--- config.mk ---
export PLATFORM = sky130hd
export DESIGN_NAME = multi_timer
export DESIGN_NICKNAME = d
export VERILOG_FILES = /design/src/rtl/timer_pkg.sv /design/src/rtl/timer_channel.sv /design/src/rtl/multi_timer.sv
export SDC_FILE = /design/constraint.sdc
export NUM_CORES = 1
export LEC_CHECK = 0
export BUFFER_PORTS_ARGS = -buffer_cell sky130_fd_sc_hd__buf_4
export CAP_MARGIN = 25
export CORE_UTILIZATION = 51
export DETAILED_ROUTE_END_ITERATION = 7
export PLACE_DENSITY = 0.74
export SKIP_CTS_REPAIR_TIMING = 1
export SYNTH_ARGS = -nofsm -noshare
export SYNTH_HDL_FRONTEND = slang
export SYNTH_SLANG_ARGS = --single-unit
--- constraint.sdc ---
create_clock -name clk -period 5.4 [get_ports clk]
set_clock_uncertainty 0.1 [all_clocks]
set_input_delay 0.27 -clock clk [delete_from_list [all_inputs] [get_ports clk]]
set_output_delay 0.27 -clock clk [all_outputs]
set_load 0.005 [all_outputs]
--- src/rtl/timer_pkg.sv ---
// Shared types and helpers for the multi-channel interval timer.
package timer_pkg;

  typedef enum logic {ONE_SHOT = 1'b0, PERIODIC = 1'b1} timer_mode_e;
  typedef enum logic {T_IDLE, T_RUN} timer_state_e;

  // Prescaler counter width; a modulus of 1 still gets a 1-bit register.
  function automatic int presc_width(input int presc);
    return (presc > 1) ? $clog2(presc) : 1;
  endfunction

endpackage

--- src/rtl/timer_channel.sv ---
// One timer channel: period/mode latched on start, counts shared ticks, registered expiry pulse.
//   state  | meaning
//   T_IDLE | stopped, count held at 0, busy low
//   T_RUN  | counting ticks towards the latched period, busy high
module timer_channel
  import timer_pkg::*;
#(
  parameter int WIDTH = 25
) (
  input  logic             clk,
  input  logic             rst,
  input  logic             tick,
  input  logic             start,
  input  logic             stop,
  input  logic             mode,
  input  logic [WIDTH-1:0] period,
  output logic             pulse,
  output logic             busy,
  output logic [WIDTH-1:0] count
);

  timer_state_e     state_q, state_d;
  timer_mode_e      mode_q, mode_d;
  logic [WIDTH-1:0] period_q, period_d;
  logic [WIDTH-1:0] count_q, count_d;
  logic             pulse_q, pulse_d;

  always_ff @(posedge clk) begin
    if (rst) begin
      state_q  <= T_IDLE;
      mode_q   <= ONE_SHOT;
      period_q <= '0;
      count_q  <= '0;
      pulse_q  <= 1'b0;
    end else begin
      state_q  <= state_d;
      mode_q   <= mode_d;
      period_q <= period_d;
      count_q  <= count_d;
      pulse_q  <= pulse_d;
    end
  end

  // Priority: stop > start > tick. period_q is never 0 while running, so P-1 cannot underflow.
  always_comb begin
    state_d  = state_q;
    mode_d   = mode_q;
    period_d = period_q;
    count_d  = count_q;
    pulse_d  = 1'b0;
    if (stop) begin
      state_d = T_IDLE;
      count_d = '0;
    end else if (start) begin
      count_d = '0;
      if (period != '0) begin
        state_d  = T_RUN;
        period_d = period;
        mode_d   = timer_mode_e'(mode);
      end else begin
        state_d = T_IDLE;
      end
    end else if (state_q == T_RUN && tick) begin
      if (count_q < period_q - WIDTH'(1)) begin
        count_d = count_q + WIDTH'(1);
      end else begin
        count_d = '0;
        pulse_d = 1'b1;
        if (mode_q == ONE_SHOT) state_d = T_IDLE;
      end
    end
  end

  always_comb begin
    busy  = (state_q == T_RUN);
    count = count_q;
    pulse = pulse_q;
  end

endmodule

--- src/rtl/multi_timer.sv ---
// N-channel interval timer: one free-running shared prescaler feeding independent channels.
module multi_timer
  import timer_pkg::*;
#(
  parameter int N_CH  = 4,
  parameter int WIDTH = 25,
  parameter int PRESC = 1
) (
  input  logic                       clk,
  input  logic                       rst,
  input  logic                       en,
  input  logic [N_CH-1:0]            start,
  input  logic [N_CH-1:0]            stop,
  input  logic [N_CH-1:0]            mode,
  input  logic [N_CH-1:0][WIDTH-1:0] period,
  output logic [N_CH-1:0]            pulse,
  output logic [N_CH-1:0]            busy,
  output logic [N_CH-1:0][WIDTH-1:0] count
);

  localparam int PW = presc_width(PRESC);
  localparam logic [PW-1:0] PRESC_LAST = PW'(PRESC - 1);

  logic [PW-1:0] presc_cnt_q, presc_cnt_d;
  logic          tick;

  always_ff @(posedge clk) begin
    if (rst) presc_cnt_q <= '0;
    else     presc_cnt_q <= presc_cnt_d;
  end

  always_comb begin
    presc_cnt_d = presc_cnt_q;
    if (en) presc_cnt_d = (presc_cnt_q == PRESC_LAST) ? '0 : presc_cnt_q + PW'(1);
  end

  assign tick = en && (presc_cnt_q == PRESC_LAST);

  for (genvar g = 0; g < N_CH; g++) begin : g_ch
    timer_channel #(.WIDTH(WIDTH)) u_ch (
      .clk   (clk),
      .rst   (rst),
      .tick  (tick),
      .start (start[g]),
      .stop  (stop[g]),
      .mode  (mode[g]),
      .period(period[g]),
      .pulse (pulse[g]),
      .busy  (busy[g]),
      .count (count[g])
    );
  end

endmodule

; ---- Word level (Yosys, flattened, before mapping)
; Cells that the tools add are included.
; W data, S select, Z words.
[word_totals]
ff_bits = 213
latchBits = 0
mem_bits_rw = 0
rom_bits = 0
input_bits = 115
memories = 0
[classes]
n_addsub = 9
multipliers = 0
div_mod_pow = 0
order_cmp = 4
n_eq_ne = 8
shifts = 0
muxes = 29
bitwise_logic = 9
n_reduce_logical = 33
[op_table]
columns = cell, n
row1 = $add A25 B1 Y25 const B, 4
row2 = $lt A25 B25 Y1, 4
row3 = $mux W25, 4
row4 = $reduce_bool A25 Y1, 4
row5 = $sub A25 B1 Y25 const B, 4
row6 = $mux W1, 25
row7 = $reduce_and A3 Y1, 8
row8 = $ne A2 B2 Y1 const B, 8
row9 = $reduce_or A4 Y1, 4
row10 = $reduce_or A3 Y1, 4
row11 = $not A1 Y1, 9
row12 = $reduce_bool A2 Y1, 4
row13 = $reduce_or A2 Y1, 4
row14 = $logic_and A1 B1 Y1, 5
row15 = $add A1 B1 Y1 const B, 1

; ---- Longest topological paths before layout
[logic_depth]
depth_word = 5
ltp_mapped = 15

; ---- Hierarchy
; Synthesis repeated with hierarchy kept, for this count alone.
[unflattened]
hier_cells = 1484
hier_area_um2 = 13137.6
[modules_own_cells]
columns = mod, instances, cells_per_inst, area_per_inst_um2, seq_area_each_um2
row1 = timer_channel, 4, 371, 3284.4, 1061.0

; ---- Worst setup path before layout
; OpenSTA, ideal clock, no wires.
[synth_path]
path_type = register to register
start = register g_ch[2].u_ch.period_q[2]
end = register g_ch[2].u_ch.count_q[10]
arrival_ns = 3.570
required_time_ns = 5.183
slack_ns = 1.612
path_stages_with_launch = 14
path_buffers = 1
cell_sequence = dfxtp_1 > or4_1 > nor3_1 > nand4b_1 > nor4_1 > xnor2_1 > ha_1 > nand4_1 > or4_1 > a2111oi_4 > nor4b_4 > o21ai_1 > buf_2 > nor2_1
[synth_via]
elab_chain_cells = 3
[synth_rtl]
columns = element, line
row1 = "start, declared", timer_channel.sv:24  ; logic [WIDTH-1:0] period_q, period_d;
row2 = "start signal, assigned", timer_channel.sv:38  ; period_q <= period_d;
row3 = $sub A25 B1 Y25, timer_channel.sv:64  ; if (count_q < period_q - WIDTH'(1)) begin
row4 = $lt A25 B25 Y1, timer_channel.sv:64
row5 = $mux W25, timer_channel.sv:64
row6 = "end signal, assigned", timer_channel.sv:39  ; count_q <= count_d;
row7 = "end, declared", timer_channel.sv:25  ; logic [WIDTH-1:0] count_q, count_d;
; No other way between the ends.
; A chain may end at the register's enable or synchronous reset.

; ---- Final worst setup path
[layout_path]
start = register g_ch[3].u_ch.period_q[6]
end = register g_ch[3].u_ch.count_q[22]
[layout_via]
elab_chain_cells = 3
[layout_rtl]
columns = element, line
row1 = "start, declared", timer_channel.sv:24
row2 = "start signal, assigned", timer_channel.sv:38
row3 = $sub A25 B1 Y25, timer_channel.sv:64
row4 = $lt A25 B25 Y1, timer_channel.sv:64
row5 = $mux W25, timer_channel.sv:64
row6 = "end signal, assigned", timer_channel.sv:39
row7 = "end, declared", timer_channel.sv:25
; No other way between the ends.

==> flow_summary_export.csv <==
group,metric,value,unit
power,power_leakage,7.07,nW
synth,ys_seq_area_share,34.0,%
timing,setup_viol,0,
final_layout,multiInputGateArea,7930,sq um
worst_hold_path,min_to,"g_ch[3].u_ch.period_q[14]",
global_routing,grt_pass1_vias,10100,
global_routing,grt-ovfl-total,0,
final_layout,fill_cells,1813,
setup_path,worstReg2RegEnd,"g_ch[3].u_ch.count[22]",
setup_path,worstPathMaxFanout,17,
drt,firstDrtPassIters,5,
drt,routed_wl,34600,um
setup_path,rrSetupSlack,1.03,ns
placement,pre_cts_slack,1.06,ns
clock_network,cts_root_buffer,"clkbuf_16",
synth,synth.most_common_cell,"nor2_1",
synth,syn-cell-area,12500,sq um
drt,via_per_inst,5.56,
synth,synthTopCellsByArea,"dfxtp_1, ha_1, mux2i_1",
global_routing,grt_usage,24.4,%
timing,finalHoldViolCount,0,
synth,synth_area_leader_cell,"dfxtp_1",
synth,synth_compound_area_share,6.81,%
global_routing,grt_pass1_wl,49500,um
synth,synth_edf_count,0,
timing,drv_slew,0,
floorplanning,start_util,52.6,%
floorplanning,ioPinCount,223,
timing,fin_setup_tns,0,ns
final_layout,seqCellArea,4240,sq um
synth,synthMuxAreaShare,7.85,%
drt,via_count,11800,
drt,wire_per_inst,16.3,um
synth,yosysUniqueCellTypes,61,
setup_path,critical_path.endpoint_type,"flop",
floorplanning,chipWidth,159,um
final_layout,final-instance-count-excl-fill,2116,
timing,hold_slack,0.00808,ns
synth,syn_avg_cell_area,8.54,sq um
synth,ys_ff_latch,212,
timing,maxSlewHeadroom,34.9,%
synth,async_flop_share,0,%
worst_hold_path,hp-start,"stop[3]",
worst_hold_path,min_path_type,"input port to flop",
flow_run,maxCapViolCount,0,
floorplanning,core.rowCount,56,
status,status,"complete, no violations",
synth,synth-xor-area-share,11.9,%
timing,min_period,4.37,ns
setup_path,reg2reg_from,"g_ch[3].u_ch.period_q[6]",
synth,synth_flop_cell,"dfxtp_1",
final_layout,nets,1998,
timing,fin_ws,1.03,ns
synth,synth_commonest_cells,"nor2_1, dfxtp_1, nand2_1",
floorplanning,core_region_area,23800,sq um
global_routing,antenna_found_initial,1,
timing,worst_pin_slew,0.977,ns
synth,synth_top_area_share,34.0,%
synth,synth-adder-area-share,10.4,%
setup_path,arrival,4.65,ns
synth,yosysWarnings,0,
final_layout,drive_gt1_share,16.6,%
placement,hpwl,23700,um
clock_network,clk_pin_slew_worst_paths,0.06,ns
clock_network,cts_buffers,24,
drt,drtAntennaViolNets,0,
power,peakVddDrop,215,uV
timing,post-route-period-util,81.0,%
clock_network,cts_tree,"yes",
placement,dp.cells,1961,
synth,synth_top_family_by_area,"simple AND/OR/NAND/NOR gates",
timing,grt_setup_unrepaired,"false",
setup_path,path_class,"flop to flop",
floorplanning,die-area,25100,sq um
synth,synth_simple_gate_area_share,26.4,%
power,pwr_density_cell,253,nW/um^2
clock_network,clk_latency,0.52,ns
drt,drcViolationCount,0,
setup_path,required,5.67,ns
placement,routabilityCongestion,0.844,
clock_network,cts_htree_levels,1,
setup_path,critPathLaunchType,"flop",
placement,numPortBuffers,222,
setup_path,r2r_cells,14,
clock_network,clk_path_buf_depth,3,
floorplanning,chipHeight,159,um
worst_hold_path,hold_depth,4,
synth,synthesis.nets,1682,
synth,synth_cells,1463,
drt,drtIter0Drc,876,
global_routing,grt_start_max_net_pins,62,
final_layout,syn2layout_area_growth,30.8,%
clock_network,cts.sinks,212,
timing,fmax,229,MHz
[where the power goes]
part           total, mW  leakage (nW)  internal [mW]  switching, mW
Combinational      0.740          4.94          0.357          0.383
Clock               1.73         0.407           1.05          0.680
Sequential          1.65          1.72           1.60         0.0509
Total               4.13          7.07           3.01           1.11
[worst max-delay path by stage]
| stage | endpoint | cells after the start | slack (ns) | startpoint |
|---|---|---|---|---|
| after floorplan | g_ch[2].u_ch.count[10] | 13 | 1.61 | g_ch[2].u_ch.period_q[2] |
| after global placement | g_ch[3].u_ch.count[24] | 14 | 1.19 | g_ch[3].u_ch.period_q[6] |
| after detailed placement | g_ch[3].u_ch.count[7] | 14 | 1.06 | g_ch[3].u_ch.period_q[6] |
| after CTS | g_ch[3].u_ch.count[22] | 14 | 1.01 | g_ch[3].u_ch.period_q[6] |
| after global routing | g_ch[3].u_ch.count[22] | 14 | 0.71 | g_ch[3].u_ch.period_q[6] |
| final | g_ch[3].u_ch.count[22] | 14 | 1.03 | g_ch[3].u_ch.period_q[6] |
[flip-flops by register name (all words and copies together), names as in the netlist]
register and count:
g_ch.u_ch.count 100, g_ch.u_ch.pulse 4, g_ch.u_ch.mode_q 4, g_ch.u_ch.period_q 100, g_ch.u_ch.busy 4
[layer usage]
layer  part of all wire [%]  vias up  track usage (%)
li1                       -     5818                -
met1                     44     5530             32.5
met2                     48      355             41.1
met3                    5.2       71             2.91
met4                    2.9        0             7.01
met5                      0        -                0
[critical path, stage by stage, from the launching register on]
cell       delay [ns]
dfxtp_1          0.36
or4_4            0.59
nor4_4           0.18
nand2b_2         0.11
nor3_1           0.40
nor4b_4          0.29
xnor2_1          0.10
ha_1             0.29
and4_1           0.24
nand4_1          0.12
a2111oi_0        0.49
nor4b_2          0.09
buf_4            0.20
o21ai_2          0.52
nor2_1           0.14
[metrics by stage]
stage	area [sq um]	power, mW	utilization [%]
after floorplan	12500	2.15	-
after global placement	14400	2.33	60.5
after detailed placement	14400	2.35	60.6
after CTS	15200	4.08	64.1
after global routing	16300	4.31	68.8
final	16300	4.13	68.8
[placed cells by master (no fill, tap or decap), types with 66 or more instances in the layout]
master | synthesis | layout
xor2_1 | 72 | 72
dfxtp_1 | 212 | 212
buf_4 | 8 | 230
mux2i_1 | 98 | 98
ha_1 | 104 | 104
dlygate4sd3_1 | 0 | 111
nor3_1 | 66 | 66
nand2_1 | 122 | 122
xnor2_1 | 98 | 98
nor2_1 | 238 | 238
[layout make-up]
| type | instances | area share [%] |
|---|---|---|
| Sequential cell | 212 | 26.0 |
| Inverter | 22 | 0.505 |
| Clock buffer | 28 | 3.96 |
| Antenna cell | 1 | 0.0153 |
| Multi-Input combinational cell | 1177 | 48.5 |
| Clock inverter | 15 | 1.21 |
| Tap cell | 319 | 2.44 |
| Timing Repair Buffer | 342 | 17.4 |
[cells by family after synthesis]
group,after synthesis
AND/OR/NAND/NOR,670
flip-flops,212
XOR/XNOR,170
AO/OA/AOI/OAI,135
adder cells (fa/ha/maj),104
multiplexers,98
buffers and inverters,74
No activity file was read; power rests on OpenSTA's default activity.
